## config.mk

```make
export PLATFORM = sky130hd
export DESIGN_NAME = rr_pop_controller_flat
export DESIGN_NICKNAME = d
export VERILOG_FILES = /design/src/rtl/rr_pop_controller_if.sv /design/src/rtl/rr_pop_controller.sv /design/src/flat_wrapper.sv
export SDC_FILE = /design/constraint.sdc
export NUM_CORES = 1
export LEC_CHECK = 0
export BUFFER_PORTS_ARGS = -buffer_cell sky130_fd_sc_hd__buf_2
export CORE_MARGIN = 1.5
export CORE_UTILIZATION = 37
export DETAILED_ROUTE_END_ITERATION = 12
export PLACE_DENSITY = 0.78
export SLEW_MARGIN = 10
export SYNTH_ARGS = -nofsm -noshare
export SYNTH_HDL_FRONTEND = slang
export SYNTH_SLANG_ARGS = --single-unit
export TNS_END_PERCENT = 1
```

## constraint.sdc

```tcl
create_clock -name clk -period 1.6 [get_ports clk]
set_input_delay 0.08 -clock clk [delete_from_list [all_inputs] [get_ports clk]]
set_output_delay 0.08 -clock clk [all_outputs]
set_load 0.005 [all_outputs]
```

## src/rtl/rr_pop_controller_if.sv

```systemverilog
// Bus bundle between the arbiter/FIFO bank, the pop controller and the egress port.
// The slave modport is the controller's view; master is the surrounding environment.
interface rr_pop_controller_if #(
    parameter int QUEUE_QUANTITY = 4,
    parameter int DATA_BITS      = 8
);
    localparam int SEL_BITS = $clog2(QUEUE_QUANTITY);

    logic                                enb;
    logic                                selector_enb;
    logic [SEL_BITS-1:0]                 selector;
    logic [QUEUE_QUANTITY-1:0]           buf_empty;
    logic [QUEUE_QUANTITY*DATA_BITS-1:0] fifo_data;
    logic                                out_ready;
    logic [QUEUE_QUANTITY-1:0]           pop;
    logic [DATA_BITS-1:0]                data_out;
    logic                                data_valid;
    logic                                err_underrun;

    modport master (
        output enb, selector_enb, selector, buf_empty, fifo_data, out_ready,
        input  pop, data_out, data_valid, err_underrun
    );

    modport slave (
        input  enb, selector_enb, selector, buf_empty, fifo_data, out_ready,
        output pop, data_out, data_valid, err_underrun
    );
endinterface

```

## src/rtl/rr_pop_controller.sv

```systemverilog
// Turns an arbiter grant into a one-hot FIFO pop, captures the returned word a cycle
// later and presents it through a 2-entry valid/ready output buffer.
module rr_pop_controller #(
    parameter int QUEUE_QUANTITY = 4,
    parameter int DATA_BITS      = 8
) (
    input logic               clk,
    input logic               rst,
    rr_pop_controller_if.slave bus
);
    localparam int SEL_BITS = $clog2(QUEUE_QUANTITY);

    typedef enum logic [1:0] {
        EMPTY = 2'd0,
        ONE   = 2'd1,
        FULL  = 2'd2
    } occ_e;

    occ_e                      occ_q, occ_d;
    logic                      inflight_q, inflight_d;
    logic [SEL_BITS-1:0]       sel_pipe_q, sel_pipe_d;
    logic [DATA_BITS-1:0]      head_q, head_d;
    logic [DATA_BITS-1:0]      tail_q, tail_d;
    logic                      valid_q, valid_d;
    logic                      err_q, err_d;

    logic                      grant;
    logic                      req;
    logic                      deq;
    logic                      space;
    logic [2:0]                pending;
    logic [DATA_BITS-1:0]      cap_word;
    logic [QUEUE_QUANTITY-1:0] pop;

    // Credit check counts the word already in flight so a pop never lands without a slot.
    // NOTE: every signal written in an always_comb gets a default first, otherwise a latch is inferred.
    always_comb begin
        grant   = bus.enb & bus.selector_enb;
        req     = grant & ~bus.buf_empty[bus.selector];
        deq     = valid_q & bus.out_ready;
        pending = {1'b0, occ_q} + {2'b00, inflight_q} - {2'b00, deq};
        space   = pending < 3'd2;
        pop     = '0;
        if (req && space) begin
            pop[bus.selector] = 1'b1;
        end
    end

    always_comb begin
        cap_word   = bus.fifo_data[sel_pipe_q*DATA_BITS +: DATA_BITS];
        occ_d      = occ_q;
        head_d     = head_q;
        tail_d     = tail_q;
        inflight_d = |pop;
        sel_pipe_d = bus.selector;
        err_d      = grant & bus.buf_empty[bus.selector];

        case ({inflight_q, deq})
            2'b10: begin
                case (occ_q)
                    EMPTY:   begin head_d = cap_word; occ_d = ONE;  end
                    ONE:     begin tail_d = cap_word; occ_d = FULL; end
                    default: occ_d = occ_q;
                endcase
            end
            2'b01: begin
                case (occ_q)
                    ONE:     occ_d = EMPTY;
                    FULL:    begin head_d = tail_q; occ_d = ONE; end
                    default: occ_d = occ_q;
                endcase
            end
            2'b11: begin
                // Head advances and the new word takes the freed slot; occupancy is unchanged.
                case (occ_q)
                    ONE:     head_d = cap_word;
                    FULL:    begin head_d = tail_q; tail_d = cap_word; end
                    default: occ_d = occ_q;
                endcase
            end
            default: occ_d = occ_q;
        endcase

        valid_d = (occ_d != EMPTY);
    end

    // NOTE: sequential state uses non-blocking assignments so every flop samples pre-edge values.
    always_ff @(posedge clk or negedge rst) begin
        if (!rst) begin
            occ_q      <= EMPTY;
            inflight_q <= 1'b0;
            sel_pipe_q <= '0;
            head_q     <= '0;
            // NOTE: the buffer storage is reset too, so data_out reads a defined zero after reset.
            tail_q     <= '0;
            valid_q    <= 1'b0;
            err_q      <= 1'b0;
        end else begin
            occ_q      <= occ_d;
            inflight_q <= inflight_d;
            sel_pipe_q <= sel_pipe_d;
            head_q     <= head_d;
            tail_q     <= tail_d;
            valid_q    <= valid_d;
            err_q      <= err_d;
        end
    end

    assign bus.pop          = pop;
    assign bus.data_out     = head_q;
    assign bus.data_valid   = valid_q;
    assign bus.err_underrun = err_q;
endmodule
```

## src/flat_wrapper.sv

```systemverilog
// flat-port wrapper written by rule: the top's interface ports become plain ports
module rr_pop_controller_flat 
#(
    parameter int QUEUE_QUANTITY = 4,
    parameter int DATA_BITS      = 8
)
  (clk, rst, bus_enb, bus_selector_enb, bus_selector, bus_buf_empty, bus_fifo_data, bus_out_ready, bus_pop, bus_data_out, bus_data_valid, bus_err_underrun);
  rr_pop_controller_if #(.QUEUE_QUANTITY(QUEUE_QUANTITY), .DATA_BITS(DATA_BITS)) bus_i ();
  input logic clk;
  input logic rst;
  input wire logic [$bits(bus_i.enb)-1:0] bus_enb;
  input wire logic [$bits(bus_i.selector_enb)-1:0] bus_selector_enb;
  input wire logic [$bits(bus_i.selector)-1:0] bus_selector;
  input wire logic [$bits(bus_i.buf_empty)-1:0] bus_buf_empty;
  input wire logic [$bits(bus_i.fifo_data)-1:0] bus_fifo_data;
  input wire logic [$bits(bus_i.out_ready)-1:0] bus_out_ready;
  output wire logic [$bits(bus_i.pop)-1:0] bus_pop;
  output wire logic [$bits(bus_i.data_out)-1:0] bus_data_out;
  output wire logic [$bits(bus_i.data_valid)-1:0] bus_data_valid;
  output wire logic [$bits(bus_i.err_underrun)-1:0] bus_err_underrun;
  assign bus_i.enb = bus_enb;
  assign bus_i.selector_enb = bus_selector_enb;
  assign bus_i.selector = bus_selector;
  assign bus_i.buf_empty = bus_buf_empty;
  assign bus_i.fifo_data = bus_fifo_data;
  assign bus_i.out_ready = bus_out_ready;
  assign bus_pop = bus_i.pop;
  assign bus_data_out = bus_i.data_out;
  assign bus_data_valid = bus_i.data_valid;
  assign bus_err_underrun = bus_i.err_underrun;
  rr_pop_controller #(.QUEUE_QUANTITY(QUEUE_QUANTITY), .DATA_BITS(DATA_BITS)) u_core (.clk(clk), .rst(rst), .bus(bus_i));
endmodule
```

==> results of run 1 <==
## state kept, by name, indices dropped and copies added, names as in the netlist
register / count
u_core.bus.data_out: 8
u_core.bus.data_valid: 1
u_core.bus.err_underrun: 1
u_core.inflight_q: 1
u_core.occ_q: 2
u_core.sel_pipe_q: 2
u_core.tail_q: 8
## stage by stage
stage | power (mW) | util [%] | setup slack [ns] | cells
after floorplan | 1.676 | - | -0.2495 | 113
after global placement | 2.140 | 52.34 | -0.3752 | 225
after detailed placement | 2.182 | 52.34 | -0.4366 | 225
after CTS | 2.549 | 55.68 | -0.6836 | 233
after global routing | 2.812 | 56.48 | -0.8265 | 234
final | 2.581 | 56.48 | -0.6930 | 234
## cells in the mapped netlist, drive strengths merged
cell / instances / share of area (%)
mux2: 9 / 7.5
a211o: 1 / 0.65
a21boi: 1 / 0.56
inv: 3 / 0.84
mux4: 9 / 15
mux2i: 2 / 2.4
o21ai: 2 / 0.74
nand2: 20 / 6.7
a21o: 2 / 1.2
a31oi: 8 / 3.7
and3: 1 / 0.46
buf: 3 / 1.8
o22ai: 1 / 0.46
xnor2: 1 / 0.65
nor4bb: 1 / 0.74
nor4: 1 / 0.46
nor2: 10 / 2.8
a41oi: 1 / 0.65
o211ai: 1 / 0.56
ha: 5 / 4.6
nor4b: 2 / 1.3
nand4: 1 / 0.46
dfrtp: 23 / 43
a21oi: 3 / 1.1
fa: 1 / 1.5
clkbuf: 1 / 0.28
## layout make-up
cell class,instances,area share (%)
clock buffer,3,1.167
clock inverter,1,0.2594
inverter,3,0.7134
multi-input combinational,83,42.02
sequential,23,29.90
tap,46,2.983
timing repair buffer,75,22.96
## worst register-to-register path: cells and delay by family, from the launching register on
kind,cells,cell delay [ns]
flip-flops,1,0.39
adder cells (fa/ha/maj),1,0.24
buffers and inverters,3,0.36
AO/OA/AOI/OAI,3,0.64
## cell families after synthesis
kind of cell / after synthesis
AO/OA/AOI/OAI: 20
XOR/XNOR: 1
adder cells (fa/ha/maj): 6
buffers and inverters: 7
flip-flops: 23
multiplexers: 20
AND/OR/NAND/NOR: 36
## path summary, 6_finish.rpt
path,from,to,slack [ns],cells after the start
setup / recovery,u_core.bus.data_valid,bus_pop[3],-0.69,6
hold / removal,bus_selector_enb,u_core.bus.err_underrun,0.02,2
setup reg to reg,u_core.occ_q[0],u_core.bus.data_valid,-0.13,7
hold reg to reg,u_core.tail_q[6],u_core.tail_q[6],0.52,1
max in group asynchronous,rst,u_core.bus.data_valid,0.99,2
min in group asynchronous,rst,u_core.tail_q[5],0.25,2
## power by group
group	switching, mW	internal [mW]
combinational	0.617	0.738
clock	0.168	0.0933
sequential	0.142	0.821
total	0.928	1.65
## repair_timing
action                                  CTS  global route
gates resized for setup                  11             3
hold buffers                              3             0
endpoints found under the setup margin   23            23
gates cloned                              0             0
buffers inserted                          1             1
endpoints found under the hold margin    25             0
pin swaps                                 8             4
## layout by cell type, fill, tap and decap left out, types with 2 or more instances in the layout
cell | netlist | final
mux4_2 | 9 | 9
a21oi_1 | 3 | 3
inv_1 | 3 | 2
mux2_4 | 0 | 2
nand2_1 | 18 | 18
ha_1 | 5 | 3
dfrtp_1 | 23 | 22
ha_4 | 0 | 2
buf_2 | 1 | 56
buf_4 | 1 | 15
dlygate4sd3_1 | 0 | 3
nor2_1 | 10 | 9
a31oi_1 | 8 | 8
mux2_2 | 9 | 7
nor4b_2 | 0 | 2
clkbuf_4 | 0 | 3
## layer usage
layer | part of all wire, % | global-route usage (%)
met1 | 45 | 20.79
met2 | 49 | 27.11
met3 | 4.9 | 2.321
met4 | 1.2 | 4.891
met5 | 0 | 0
==> impl_metrics.py, run 1 <==
metrics = {
    "synth": {
        "synth_nets": 162,
        "synthCells": 113,
        "ys_types": 31,
        "synth_seq_cells": 23,
        "synth_simple_gate_area_share_pct": 12.92,
        "synth-xor-area-share_pct": 0.6506,
        "yosysWarningCount": 0,
        "synth_area_mm2": 0.001346,
        "synth_top_family_by_area": "multiplexers",
        "synth_area_per_cell_um2": 11.91,
        "yosysSeqAreaShare_pct": 42.75,
        "synthAdderAreaFrac_pct": 6.134,
        "synth_mux_area_share_pct": 25.00,
        "synth_compound_area_share_pct": 9.665,
    },
    "critical_path": {
        "critPathMaxStageDelay_ns": 0.52,
        "worstSetupPathType": "reg -> out",
        "worstPathMaxFanout": 5,
        "cp.arrival_ns": 2.21,
        "critPathLaunchType": "flip-flop",
        "end_kind": "output port",
        "slowest_stage": "fa_2",
        "crit_buf_inv": 1,
        "critical-path-top-delay-family": "adder cells",
        "cp_cell_sequence": "a21boi_2, o21ai_2, fa_2, nand4_1, nor4bb_1, buf_2",
        "worstPathRequired_ns": 1.52,
    },
    "place": {
        "placed_area_mm2": 0.001788,
        "io_buffers": 56,
        "place_congestion": 0.7404,
        "hpwl_mm": 2.353,
    },
    "global_routing": {
        "grt_max_degree": 24,
        "grt_overflow_total": 0,
        "grt_first_pass_wirelength_mm": 5.126,
        "grt_pass1_vias": 1188,
        "antenna_found_initial": 0,
        "track_usage_pct": 15.86,
    },
    "finish": {
        "area_delta_synth_final_pct": 43.31,
        "multi_input_area_um2": 810.8,
        "fillCellCount": 304,
        "final_nets": 238,
        "antennaDiodeCount": 0,
        "final_cell_area_mm2": 0.001929,
        "regArea_um2": 576.8,
        "drive_gt1_share_pct": 57.98,
    },
    "run": {
        "maxCapViolations": 0,
    },
    "floorplanning": {
        "die_x_um": 63.32,
        "die_h_um": 63.32,
        "pin_count": 57,
        "coreArea_mm2": 0.003416,
        "initial_core_util_pct": 39.41,
        "rows": 21,
        "dieArea_mm2": 0.004009,
    },
    "detailed_routing": {
        "avgRoutedWirePerCell_um": 12.33,
        "firstDrtPassIters": 4,
        "drtIter0Drc": 18,
        "via_count": 1157,
        "ant_nets": 0,
        "detail_route.wirelength_mm": 2.886,
        "routed_via_density": 4.944,
        "drc": 0,
    },
    "status": {
        "status": "finished, violations left",
        "violations": "setup timing",
    },
    "timing": {
        "fin_crit_ns": 2.293,
        "hold_violations": 0,
        "worst_pin_slew_ns": 0.4878,
        "fmax_ghz": 0.4361,
        "final_max_slew_viol_count": 0,
        "relSlewSlack_pct": 67.48,
        "worst_slack_ns": -0.6930,
        "setup_tns_ns": -4.029,
        "timing.hold.ws_ns": 0.02357,
        "period_share_pct": 143.3,
        "skew_ns": 0.009099,
        "setup_viol_count_final": 23,
        "rsz0062_at_grt": "true",
    },
    "hold_path": {
        "hp-class": "in -> reg",
    },
    "cts": {
        "numCtsBuffers": 3,
        "worstSkewPairLatency_ns": 0.31,
        "path_clk_slew_ns": 0.11,
        "cts_sinks": 23,
        "cts_buffer_depth": 2,
        "cts_tree": "done",
        "h-tree-depth": 1,
        "root_buffer": "clkbuf_4",
    },
    "pwr": {
        "vdd_drop_max_v": 0.0006046,
        "power_density_mw_per_mm2": 1338,
        "leakage_nw": 0.9058,
    },
}
(Power assumes the default switching activity.)
==> run 2: changes to the inputs <==
--- a/config.mk
+++ b/config.mk
@@ -6,11 +6,12 @@
 export NUM_CORES = 1
 export LEC_CHECK = 0
 export BUFFER_PORTS_ARGS = -buffer_cell sky130_fd_sc_hd__buf_2
+export CELL_PAD_IN_SITES_DETAIL_PLACEMENT = 1
+export CELL_PAD_IN_SITES_GLOBAL_PLACEMENT = 1
 export CORE_MARGIN = 1.5
-export CORE_UTILIZATION = 37
+export CORE_UTILIZATION = 32
 export DETAILED_ROUTE_END_ITERATION = 12
-export PLACE_DENSITY = 0.78
-export SLEW_MARGIN = 10
+export PLACE_DENSITY = 0.86
 export SYNTH_ARGS = -nofsm -noshare
 export SYNTH_HDL_FRONTEND = slang
 export SYNTH_SLANG_ARGS = --single-unit
==> impl_metrics.py, run 2 (synthesis results as in run 1) <==
metrics = {
    "status": {
        "status": "finished, violations left",
        "violations": "setup timing",
    },
    "finish": {
        "antennaDiodeCount": 0,
        "layout_common_cells": "buf_2 (56), dfrtp_1 (22), nand2_1 (18)",
        "final_cell_count_no_fill": 240,
        "area_delta_synth_final_pct": 49.72,
        "regArea_um2": 576.8,
        "mostFrequentLayoutCell": "buf_2",
        "fillCellCount": 449,
        "drive_gt1_share_pct": 59.47,
        "final_util_pct": 50.03,
        "final_nets": 240,
        "final_cell_area_mm2": 0.002016,
        "multi_input_area_um2": 854.6,
    },
    "cts": {
        "path_clk_slew_ns": 0.09,
        "h-tree-depth": 1,
        "cts_buffer_depth": 2,
        "cts_sinks": 23,
        "root_buffer": "clkbuf_8",
        "numCtsBuffers": 3,
        "worstSkewPairLatency_ns": 0.27,
        "cts_tree": "done",
    },
    "detailed_routing": {
        "detail_route.wirelength_mm": 4.465,
        "ant_nets": 0,
        "via_count": 1268,
        "drtIter0Drc": 30,
        "drc": 0,
        "avgRoutedWirePerCell_um": 18.60,
        "firstDrtPassIters": 4,
        "routed_via_density": 5.283,
    },
    "global_routing": {
        "track_usage_pct": 19.93,
        "grt_max_degree": 24,
        "grt_overflow_total": 0,
        "grt_first_pass_wirelength_mm": 6.630,
        "antenna_found_initial": 0,
        "grt_pass1_vias": 1322,
    },
    "floorplanning": {
        "die_h_um": 67.86,
        "coreArea_mm2": 0.004029,
        "initial_core_util_pct": 33.42,
        "rows": 23,
        "dieArea_mm2": 0.004605,
        "die_x_um": 67.86,
        "pin_count": 57,
    },
    "critical_path": {
        "r2r_slack_ns": -0.20,
        "cp.arrival_ns": 2.18,
        "worstSetupPathType": "reg -> out",
        "end_kind": "output port",
        "cp_cell_sequence": "a21boi_2, o21ai_2, fa_2, nand4_1, buf_6, nor4b_4, buf_2",
        "r2r-end": "u_core.bus.data_out[1]",
        "critPathMaxStageDelay_ns": 0.52,
        "worstPathMaxFanout": 4,
        "worstPathRequired_ns": 1.52,
        "critPathLaunchType": "flip-flop",
        "rr_worst_depth": 8,
        "r2r-start": "u_core.occ_q[0]",
        "slowest_stage": "fa_2",
    },
    "timing": {
        "period_share_pct": 141.1,
        "skew_ns": 0.002275,
        "worst_slack_ns": -0.6584,
        "hold_violations": 0,
        "final_max_slew_viol_count": 0,
        "setup_tns_ns": -4.968,
        "worst_pin_slew_ns": 0.5251,
        "timing.hold.ws_ns": 0.06851,
        "fmax_ghz": 0.4428,
        "fin_crit_ns": 2.258,
        "setup_viol_count_final": 23,
        "rsz0062_at_grt": "true",
        "relSlewSlack_pct": 64.99,
    },
    "run": {
        "maxCapViolations": 0,
    },
    "place": {
        "place_congestion": 0.7321,
        "placed_area_mm2": 0.001793,
        "io_buffers": 56,
        "hpwl_mm": 3.109,
        "dp.cells": 229,
    },
    "pwr": {
        "leakage_nw": 0.9625,
        "vdd_drop_max_v": 0.0007082,
        "power_density_mw_per_mm2": 1468,
    },
    "hold_path": {
        "min_from": "bus_selector_enb",
        "hp-class": "in -> reg",
        "hold_depth": 2,
        "min_to": "u_core.bus.err_underrun",
    },
}
-- run 2: area by class of cell --
class / count / area share (%)
Sequential cell: 23 / 28.62
Clock inverter: 1 / 0.2483
Timing Repair Buffer: 77 / 22.91
Multi-Input combinational cell: 83 / 42.40
Clock buffer: 3 / 2.048
Inverter: 3 / 0.6828
Tap cell: 50 / 3.104
-- run 2: worst max-delay path, delay by kind of cell, from the launching register on --
kind	cells	cell delay (ns)
DFF	1	0.45
adders and majority gates	1	0.52
and+or+nand+nor	2	0.34
AOI/OAI and AO/OA	2	0.27
buffers and inverters	2	0.33
-- run 2: worst max-delay path by stage --
stage | start | end | slack [ns] | depth (start not counted)
after floorplan | u_core.occ_q[0] | bus_pop[3] | -0.25 | 5
after global placement | u_core.bus.data_valid | bus_pop[3] | -0.37 | 6
after detailed placement | u_core.bus.data_valid | bus_pop[3] | -0.50 | 7
after CTS | u_core.bus.data_valid | bus_pop[2] | -0.66 | 8
after global routing | u_core.bus.data_valid | bus_pop[1] | -0.78 | 7
final | u_core.bus.data_valid | bus_pop[2] | -0.66 | 7
-- run 2: stage by stage --
stage / power [mW] / worst slack, ns
after floorplan: 1.676 / -0.2495
final: 2.959 / -0.6584
after CTS: 2.834 / -0.6557
after global placement: 2.173 / -0.3745
after global routing: 3.145 / -0.7791
after detailed placement: 2.280 / -0.4984
-- run 2: timing repair --
| action | in CTS | in global routing |
|---|---|---|
| pin swaps | 8 | 4 |
| setup endpoints to repair | 23 | 23 |
| buffers inserted | 3 | 1 |
| hold endpoints to repair | 25 | 0 |
| hold buffers | 3 | 0 |
| resized for setup | 13 | 11 |
-- run 2: layer usage --
layer / global-route usage, % / routed length (um) / vias to the layer above
met4: 8.000 / 101 / 0
met3: 2.796 / 178 / 9
met2: 34.19 / 2407 / 41
li1: - / - / 571
met5: 0 / 0 / -
met1: 25.37 / 1779 / 647
-- run 2: where the power goes --
part           switching [mW]  internal (mW)  total (mW)
Clock                   0.206          0.175       0.381
Combinational           0.759          0.826        1.58
Sequential              0.169          0.824       0.993
Total                    1.13           1.82        2.96
==> run 3: changes to the inputs <==
--- a/config.mk
+++ b/config.mk
@@ -5,13 +5,12 @@
 export SDC_FILE = /design/constraint.sdc
 export NUM_CORES = 1
 export LEC_CHECK = 0
-export BUFFER_PORTS_ARGS = -buffer_cell sky130_fd_sc_hd__buf_2
 export CELL_PAD_IN_SITES_DETAIL_PLACEMENT = 1
 export CELL_PAD_IN_SITES_GLOBAL_PLACEMENT = 1
-export CORE_MARGIN = 1.5
-export CORE_UTILIZATION = 32
+export CORE_UTILIZATION = 37
 export DETAILED_ROUTE_END_ITERATION = 12
-export PLACE_DENSITY = 0.86
+export DONT_BUFFER_PORTS = 1
+export PLACE_DENSITY = 0.77
 export SYNTH_ARGS = -nofsm -noshare
 export SYNTH_HDL_FRONTEND = slang
 export SYNTH_SLANG_ARGS = --single-unit
==> impl_metrics.py, run 3 (synthesis results as in run 1) <==
metrics = {
    "timing": {
        "rsz0062_at_grt": "true",
        "fmax_ghz": 0.4381,
        "hold_violations": 0,
        "relSlewSlack_pct": 28.77,
        "worst_slack_ns": -0.6826,
        "setup_viol_count_final": 23,
        "worst_pin_slew_ns": 1.065,
        "final_max_slew_viol_count": 0,
        "skew_ns": 0.004767,
        "fin_crit_ns": 2.283,
        "period_share_pct": 142.7,
    },
    "global_routing": {
        "grt_max_degree": 24,
        "antenna_found_initial": 0,
        "grt_overflow_total": 0,
        "grt_pass1_vias": 1190,
        "grt_first_pass_wirelength_mm": 5.934,
        "track_usage_pct": 20.13,
    },
    "detailed_routing": {
        "wl_met3_um": 314,
        "ant_nets": 0,
        "avgRoutedWirePerCell_um": 22.64,
        "firstDrtPassIters": 4,
        "routed-wl-met2_mm": 2.172,
        "routed_via_density": 5.994,
        "wl_met1_mm": 1.503,
        "drtIter0Drc": 17,
        "via_count": 1085,
        "drc": 0,
        "detail_route.wirelength_mm": 4.098,
        "top_layer": "met4",
    },
    "status": {
        "violations": "setup timing",
        "status": "finished, violations left",
    },
    "place": {
        "io_buffers": 0,
        "place_congestion": 0.7282,
        "placed_area_mm2": 0.001500,
        "hpwl_mm": 2.580,
        "preCtsSetupSlack_ns": -0.3690,
    },
    "finish": {
        "final_util_pct": 50.40,
        "mostFrequentLayoutCell": "dfrtp_1",
        "final_nets": 185,
        "drive_gt1_share_pct": 41.48,
        "layout_common_cells": "dfrtp_1 (22), nand2_1 (18), buf_4 (14)",
        "final_cell_area_mm2": 0.001722,
        "antennaDiodeCount": 0,
        "area_delta_synth_final_pct": 27.88,
    },
    "cts": {
        "cts_buffer_depth": 2,
        "h-tree-depth": 1,
        "cts_sinks": 23,
        "numCtsBuffers": 3,
        "worstSkewPairLatency_ns": 0.32,
        "path_clk_slew_ns": 0.14,
        "root_buffer": "clkbuf_4",
        "cts_tree": "done",
    },
    "critical_path": {
        "r2r_slack_ns": -0.22,
        "worstPathRequired_ns": 1.52,
        "worstPathMaxFanout": 5,
        "end_kind": "output port",
        "cp.arrival_ns": 2.20,
        "rr_worst_depth": 7,
        "critPathLaunchType": "flip-flop",
        "r2r-end": "u_core.bus.data_valid",
        "worstSetupPathType": "reg -> out",
        "crit_start": "u_core.occ_q[0]",
        "r2r-start": "u_core.occ_q[0]",
    },
    "run": {
        "maxCapViolations": 0,
    },
    "floorplanning": {
        "rows": 21,
        "dieArea_mm2": 0.003884,
        "die_h_um": 62.32,
        "die_x_um": 62.32,
        "pin_count": 57,
        "initial_core_util_pct": 39.41,
        "coreArea_mm2": 0.003416,
    },
    "pwr": {
        "power_density_mw_per_mm2": 1554,
        "leakage_nw": 0.7410,
        "vdd_drop_max_v": 0.0007034,
    },
    "hold_path": {
        "hold_depth": 2,
        "min_to": "u_core.inflight_q",
        "hp-class": "in -> reg",
        "min_from": "bus_selector[0]",
    },
}
-- run 3: cell types whose count changed in the layout (fill, tap and decap cells not counted), sizes merged --
cell,previous run,this run
buf,74,17
dlygate4sd3,3,5
-- run 3: how the worst max path moves through the flow --
stage	slack, ns	endpoint	cells past startpoint
after floorplan	-0.25	bus_pop[3]	5
after global placement	-0.31	bus_pop[3]	5
after detailed placement	-0.37	bus_pop[3]	6
after CTS	-0.67	bus_pop[3]	6
after global routing	-0.75	bus_pop[2]	8
final	-0.68	bus_pop[2]	7
-- run 3: final cells by class --
cell class,instances,area (um^2)
inverters,3,13.76
clock buffers,3,22.52
fillers,369,1694
well taps,46,57.56
clock inverters,1,5.005
repair buffers,22,197.7
flip-flops and latches,23,576.8
multi-input cells,83,848.3
-- run 3: repair_timing --
item / CTS / global route
gates resized for setup: 22 / 3
endpoints found under the setup margin: 23 / 23
buffers inserted: 3 / 1
pin swaps: 9 / 2
hold buffers: 5 / 0
endpoints found under the hold margin: 27 / 0
-- run 3: report_power, final --
group,internal (mW),total [mW],switching (mW)
registers,0.823,1.03,0.211
logic,0.707,1.35,0.645
clock network,0.0938,0.289,0.195
-- run 3: worst max-delay path, cell delays in order, from the launching register on --
cell     delay, ns
dfrtp_1       0.41
buf_6         0.13
nor2_4        0.11
o21ai_2       0.08
fa_2          0.54
nand4_1       0.11
buf_6         0.16
nor4b_2       0.32
-- run 3: stage by stage --
| step | TNS, ns | total power, mW | hold WS [ns] | std cells |
|---|---|---|---|---|
| after floorplan | -0.8868 | 1.676 | -0.2156 | 113 |
| after global routing | -6.667 | 2.849 | 0.02681 | 181 |
| final | -4.427 | 2.675 | 0.02844 | 181 |
| after global placement | -3.370 | 1.977 | -0.2150 | 168 |
| after CTS | -4.375 | 2.601 | 0.02127 | 180 |
| after detailed placement | -5.158 | 2.085 | -0.2150 | 168 |
-- run 3: layer usage --
layer	vias to the layer above	GRT usage, %
met5	-	0
met4	0	6.977
met3	12	4.779
met2	63	36.54
met1	545	22.98
li1	465	-
